`src/rtl/pipe_hazard_ctrl.sv`:
```
// Pipeline sequencer: drives load-enables/clears of IF/ID, ID/EX, EX/MEM, MEM/WB buffers.
// Latency: strobes are combinational from state and inputs (same cycle); counters/state update on clk.
// Backpressure: a pending data-memory access freezes the whole pipe; a timeout halts it until reset.
module pipe_hazard_ctrl #(
    parameter int MEM_TIMEOUT = 64,
    parameter int CNT_W       = 16
) (
    input  logic             clk,
    input  logic             reset,
    input  logic [4:0]       if_id_rs1,
    input  logic [4:0]       if_id_rs2,
    input  logic             id_ex_memread,
    input  logic [4:0]       id_ex_rd,
    input  logic             ex_branch_taken,
    input  logic             mem_req,
    input  logic             mem_ready,
    output logic             pc_we,
    output logic             if_id_we,
    output logic             if_id_clr,
    output logic             id_ex_we,
    output logic             id_ex_clr,
    output logic             ex_mem_we,
    output logic             mem_wb_clr,
    output logic             halted,
    output logic [CNT_W-1:0] stall_cnt,
    output logic [CNT_W-1:0] flush_cnt
);

    typedef enum logic [1:0] {
        ST_RUN      = 2'd0,
        ST_MEM_WAIT = 2'd1,
        ST_HALT     = 2'd2
    } state_t;

    localparam logic [7:0]       TIMEOUT_LIM = 8'(MEM_TIMEOUT);
    localparam logic [CNT_W-1:0] CNT_MAX     = '1;
    localparam logic [CNT_W-1:0] CNT_ONE     = CNT_W'(1);

    state_t           state_q, state_d;
    logic [7:0]       wait_q, wait_d;
    logic [CNT_W-1:0] stall_q, stall_d;
    logic [CNT_W-1:0] flush_q, flush_d;

    logic freeze;
    logic lu_hazard;
    logic br_flush;

    // Memory access still outstanding: nothing may move this cycle.
    assign freeze = mem_req & ~mem_ready;

    // Load in EX whose destination (not x0) feeds the instruction in ID.
    assign lu_hazard = id_ex_memread & (id_ex_rd != 5'd0) &
                       ((id_ex_rd == if_id_rs1) | (id_ex_rd == if_id_rs2));

    // Strobe generation by priority: reset, halt, freeze, branch flush, load-use bubble.
    always_comb begin
        pc_we      = 1'b1;
        if_id_we   = 1'b1;
        if_id_clr  = 1'b0;
        id_ex_we   = 1'b1;
        id_ex_clr  = 1'b0;
        ex_mem_we  = 1'b1;
        mem_wb_clr = 1'b0;
        br_flush   = 1'b0;
        if (reset) begin
            // buffers clear themselves on reset; leave strobes at defaults
        end else if (state_q == ST_HALT) begin
            pc_we     = 1'b0;
            if_id_we  = 1'b0;
            id_ex_we  = 1'b0;
            ex_mem_we = 1'b0;
        end else if (freeze) begin
            // EX is held, so a taken branch is re-presented after release.
            pc_we      = 1'b0;
            if_id_we   = 1'b0;
            id_ex_we   = 1'b0;
            ex_mem_we  = 1'b0;
            mem_wb_clr = 1'b1;
        end else if (ex_branch_taken) begin
            // Younger instructions are squashed, so any load-use hazard is moot.
            pc_we     = 1'b1;
            if_id_clr = 1'b1;
            id_ex_clr = 1'b1;
            br_flush  = 1'b1;
        end else if (lu_hazard) begin
            pc_we     = 1'b0;
            if_id_we  = 1'b0;
            id_ex_clr = 1'b1;
        end
    end

    // Next-state and memory-wait counting.
    always_comb begin
        state_d = state_q;
        wait_d  = wait_q;
        unique case (state_q)
            ST_RUN: begin
                if (freeze) begin
                    state_d = ST_MEM_WAIT;
                    wait_d  = 8'd1;
                end else begin
                    wait_d = 8'd0;
                end
            end
            ST_MEM_WAIT: begin
                if (freeze) begin
                    if (wait_q == TIMEOUT_LIM) begin
                        state_d = ST_HALT;
                    end else begin
                        wait_d = wait_q + 8'd1;
                    end
                end else begin
                    state_d = ST_RUN;
                    wait_d  = 8'd0;
                end
            end
            ST_HALT: begin
                state_d = ST_HALT;
            end
            default: begin
                state_d = ST_RUN;
                wait_d  = 8'd0;
            end
        endcase
    end

    // Saturating performance counters; halted cycles are not counted as stalls.
    always_comb begin
        stall_d = stall_q;
        flush_d = flush_q;
        if (!reset && state_q != ST_HALT) begin
            if (!pc_we && stall_q != CNT_MAX) begin
                stall_d = stall_q + CNT_ONE;
            end
            if (br_flush && flush_q != CNT_MAX) begin
                flush_d = flush_q + CNT_ONE;
            end
        end
    end

    // State and counter registers with synchronous reset.
    always_ff @(posedge clk) begin
        if (reset) begin
            state_q <= ST_RUN;
            wait_q  <= 8'd0;
            stall_q <= '0;
            flush_q <= '0;
        end else begin
            state_q <= state_d;
            wait_q  <= wait_d;
            stall_q <= stall_d;
            flush_q <= flush_d;
        end
    end

    assign halted    = (state_q == ST_HALT);
    assign stall_cnt = stall_q;
    assign flush_cnt = flush_q;

endmodule

```
`config.mk`:
```
export PLATFORM = sky130hd
export DESIGN_NAME = pipe_hazard_ctrl
export DESIGN_NICKNAME = d
export VERILOG_FILES = /design/src/rtl/pipe_hazard_ctrl.sv
export SDC_FILE = /design/constraint.sdc
export NUM_CORES = 1
export LEC_CHECK = 0
export CAP_MARGIN = 20
export CORE_AREA = 8 8 64 94
export DETAILED_ROUTE_END_ITERATION = 10
export DIE_AREA = 0 0 72 102
export PLACE_DENSITY = 0.87
export SYNTH_ARGS = -nofsm -noshare
export SYNTH_HDL_FRONTEND = slang
export SYNTH_SLANG_ARGS = --single-unit
```
`constraint.sdc`:
```
create_clock -name clk -period 2.4 [get_ports clk]
set_clock_uncertainty 0.15 [all_clocks]
set_input_delay 0.36 -clock clk [delete_from_list [all_inputs] [get_ports clk]]
set_output_delay 0.36 -clock clk [all_outputs]
set_load 0.05 [all_outputs]
```
; After elaboration in Yosys (flattened, before gate mapping)
; Cells that the tools add are included.
[word_totals]
word_cells = 63
regBits = 42
[op_classes]
eq_ne = 11
muxes = 28
reduce_logical = 11
n_addsub = 3
bitwise_logic = 6
[op_table]
columns = op, n
row1 = "adder 16 x 1 -> 16 bit, second input constant", 2
row2 = "inequality test 16 bit, second input constant", 2
row3 = one-hot mux 8 bit (3 select lines), 1
row4 = 2-to-1 mux 1 bit, 21
row5 = 2-to-1 mux 8 bit, 2
row6 = == test 5 bit, 2
row7 = "adder 8 x 1 -> 8 bit, second input constant", 1
row8 = "== test 8 x 7 -> 1 bit, second input constant", 1
row9 = AND reduction 2 bit, 4
row10 = 2-to-1 mux 2 bit, 3
row11 = "inequality test 3 bit, second input constant", 2
row12 = one-hot mux 2 bit (3 select lines), 1
row13 = nonzero test 5 bit, 1
row14 = "inequality test 2 bit, second input constant", 2
row15 = AND 1 bit, 3
row16 = logical AND 1 bit, 3
row17 = "== test 2 x 1 -> 1 bit, second input constant", 1
row18 = "== test 2 bit, second input constant", 1
row19 = zero test 1 bit, 2
row20 = zero test 2 bit, 1
row21 = inverter 1 bit, 2
row22 = bitwise OR 1 bit, 1

; Logic depth before layout (Yosys ltp)
[depth]
depth_word = 11
mapped_depth = 9
mapped_depth_nobuf = 8

; Worst setup path before layout
; Ideal clock, no wire load.
[synth_path]
path_type = register -> register
from = reg state_q[0]
to = reg flush_q[11] (netlist: flush_cnt[11])
t_arrival_ps = 2706
period_less_slack_ps = 2984
path_slack_ps = -584
stages_incl_launch_ff = 8
required_ps = 2122
path_cell_list = dfxtp_1 -> nand2b_1 -> inv_2 -> nor4_2 -> o211ai_1 -> nor4_1 -> xnor2_1 -> nor2_1
[synth_via]
elab_chain_cells = 5
[synth_rtl]
columns = element, line_no
row1 = from (decl), 39  ; state_t state_q, state_d;
row2 = from (signal assigned), 149  ; state_q <= state_d;
row3 = == test 2 bit, --
row4 = via halted, 24  ; output logic halted,
row5 = 2-to-1 mux 1 bit, 67  ; end else if (state_q == ST_HALT) begin
row6 = 2-to-1 mux 1 bit, 65  ; if (reset) begin
row7 = via if_id_clr, 19  ; output logic if_id_clr,
row8 = logical AND 1 bit, 135  ; if (br_flush && flush_q != CNT_MAX) begin
row9 = AND reduction 2 bit (no source line), --
row10 = to (signal assigned), 152  ; flush_q <= flush_d;
row11 = to (decl), 42  ; logic [CNT_W-1:0] flush_q, flush_d;
; The timed path passes the listed nets, and every way through them passes these cells.
; A chain may end at the register's enable or synchronous reset.

; Final worst setup path
[layout_path]
from = in if_id_rs1[3]
to = out id_ex_clr
[layout_via]
elab_chain_cells = 8
[layout_rtl]
columns = element, line_no
row1 = from (decl), 10  ; input logic [4:0] if_id_rs1,
row2 = == test 5 bit, 53  ; ((id_ex_rd == if_id_rs1) | (id_ex_rd == if_id_rs2));
row3 = bitwise OR 1 bit, 53
row4 = AND 1 bit, 52  ; assign lu_hazard = id_ex_memread & (id_ex_rd != 5'd0) &
row5 = 2-to-1 mux 1 bit, 85  ; end else if (lu_hazard) begin
row6 = 2-to-1 mux 1 bit, 79  ; end else if (ex_branch_taken) begin
row7 = 2-to-1 mux 1 bit, 72  ; end else if (freeze) begin
row8 = 2-to-1 mux 1 bit, 67
row9 = 2-to-1 mux 1 bit, 65
row10 = to (decl), 21  ; output logic id_ex_clr,
; No other way between the ends.

==> metrics.txt <==
run status=completed; Slowest-stage cell, CP=a211oi_2; syn_area_per_cell=8.21 sq um; VDD IR max=0.334 mV; Hold WS=364 ps; TritonRoute pass-1 iters=4; period utilization=97.8%; Worst path max stage delay=320 ps; die area=7340 sq um; top cell type's share of synthesized area=38.7%; share of cells above drive strength 1=15.1%; crit path max fanout=2; Die H=102 microns; Final Hold Viols=0; Synth area leader=dfxtp_1; list of most frequent post-synthesis cells=dfxtp_1, nor2_1, a21oi_1, xnor2_1, nand2_1; drt drc=0; routed wire length=6250 microns; GP Congestion=0.834; FP Rows=31; Reg area=847 sq um; Critical Setup Path Class=in2out; CP Capture Type=output pin; CP Data Required Time=1890 ps; # port buffers=60; Leak=1.15 nW; core region area=4690 sq um; Non-Filler Instances=404; Congestion Overflow GR=0; endpoints failing setup=0; Layout fillers=369; Switch Pwr=349 uW; Cells after Synth=265; clock-pin slew on the worst setup and hold paths=80 ps; WL per Instance=15.5 microns; worst min-delay path category=reg2reg; vias in the first global route=2176; Multi-input gate area=1300 sq um; CP Cell Sequence=dlygate4sd2_1 -> xnor2_1 -> nand2_1 -> o22ai_2 -> o211ai_1 -> a211oi_2 -> clkbuf_16; post-synthesis register bit count=42; DR iter-0 viols=86; register area share after synthesis=38.7%; clk buf depth=2; synth top area cells=dfxtp_1, xnor2_1, nor2_1, xor2_1, a21oi_1; # nets final=363; CTS sink cnt=42; clock root cell=clkbuf_8; Top-Level Pins=61; crit start category=primary input; antenna cells=0; first-pass GRT wire length=9710 microns; clock power share=32.4%; Arr. time, crit path=1840 ps; CTS tree=done; die width=72 microns; GRT Overall Usage=16.6%; HPWL reported at the end of detailed placement=4500 microns; Net Sw Frac=25.8%; final number of max-transition violations=0; Post-synth EDFFs=0; worst slew pin tran=539 ps; Clock Latency Late Sink=290 ps; count leader, synth=dfxtp_1; Max-slew headroom=63.9%; prevailing post-synth register cell=dfxtp_1; largest net degree at the start of global routing=31; Overall Power=1.35 mW; setup TNS=0 ps; vias per cell=5.43; Max Freq=0.426 GHz; pwr/cell area=428 nW/um^2; Tmin final=2350 ps; maxcap violations=0; initial core utilization=46.3%; Yosys warning count=0; final instance area=3160 sq um; dpl cells=394; syn nets=290; DP Area=3030 sq um; clock buffer count from CTS=5; Post-Syn Area=2170 sq um; Post-DRT Antenna Nets=0; asr flop ratio synth=0%; combinational power share=15.3%; Synth-to-Final Area Change=45.3%; Hold Buf Count CTS=0; H-tree depth=2; sequential power share=52.3%; initial antenna violation count=0; Unique masters post-synth=43; Vias=2194; Int Pwr=1.00 mW
==> cells in the final DEF (no fill, tap or decap), drive strengths merged, types with 2 or more instances in the layout <==
cell	n
clkbuf	10
o211ai	4
dlygate4sd2	4
nor4	2
xnor2	19
clkdlybuf4s50	38
nor3	5
nor2	35
and3	5
nand4	12
nand3	14
ha	4
and2	2
or4	5
and4	3
xor2	12
o31ai	4
nand2	15
a21oi	19
dlymetal6s2s	6
dfxtp	42
mux2i	2
buf	25
inv	10
or3	11
a311oi	2
o21ai	11
nand2b	4
o21a	2
==> repair_timing <==
action                     CTS  global route
setup endpoints to repair    3             3
pin swaps                   10            15
gates resized for setup     17            16
hold endpoints to repair     0             0
cloned                       0             0
setup buffers                2             1
==> cell families (layout without fill, tap and decap cells) <==
| kind of cell | Yosys count | count (layout) | synth area share [%] |
|---|---|---|---|
| flip-flops | 42 | 42 | 38.7 |
| XOR/XNOR | 31 | 31 | 12.5 |
| multiplexers | 2 | 2 | 0.921 |
| AND/OR/NAND/NOR | 117 | 117 | 28.0 |
| buffers and inverters | 21 | 94 | 4.31 |
| AO/OA/AOI/OAI | 48 | 48 | 13.3 |
| adder cells (fa/ha/maj) | 4 | 4 | 2.30 |
==> state kept, by name, summed over array words and instances, names as in the netlist <==
register,count
stall_cnt,16
flush_cnt,16
wait_q,8
state_q,2
==> power by group through the flow <==
stage	Clock [mW]	Sequential (mW)	Combinational (mW)
6_report	0.437	0.707	0.207
5_1_grt	0.479	0.708	0.218
4_1_cts	0.448	0.707	0.202
3_5_place_dp	0	0.724	0.202
3_3_place_gp	0	0.723	0.197
2_1_floorplan	0	0.735	0.0873
==> critical path: cells and delay by family <==
kind / cells / cell delay, ps
buffers and inverters: 2 / 470
XOR/XNOR: 1 / 170
AO/OA/AOI/OAI: 3 / 720
AND/OR/NAND/NOR: 1 / 120
==> cell type report <==
class,instances,area share [%]
Clock buffer,7,2.42
Inverter,10,1.27
Multi-Input combinational cell,202,41.3
Sequential cell,42,26.8
Tap cell,66,2.61
Timing Repair Buffer,77,25.6
==> path summary, 6_finish.rpt <==
check,endpoint,start,slack [ps],depth (start not counted)
worst max-delay path,id_ex_clr,if_id_rs1[3],50,7
worst min register to register,stall_cnt[3],stall_cnt[3],360,2
worst min-delay path,stall_cnt[3],stall_cnt[3],360,2
worst max register to register,stall_cnt[9],stall_cnt[1],120,7
==> through the flow <==
| step | util [%] | setup slack (ps) |
|---|---|---|
| global placement | 64.6 | -234 |
| detailed placement | 64.6 | -318 |
| global route | 67.3 | -33.1 |
| CTS | 66.6 | 3.43 |
| finish | 67.3 | 52.1 |
| floorplan | - | 10.5 |
==> routing by layer <==
metal	GRT usage (%)	vias to the layer above	routed length (microns)
met5	0	-	0
met4	6.95	0	95
met3	6.58	9	484
met2	31.2	63	3330
met1	15.2	1044	2340
li1	-	1078	-
Note: power is estimated with default switching activity, not from simulation.
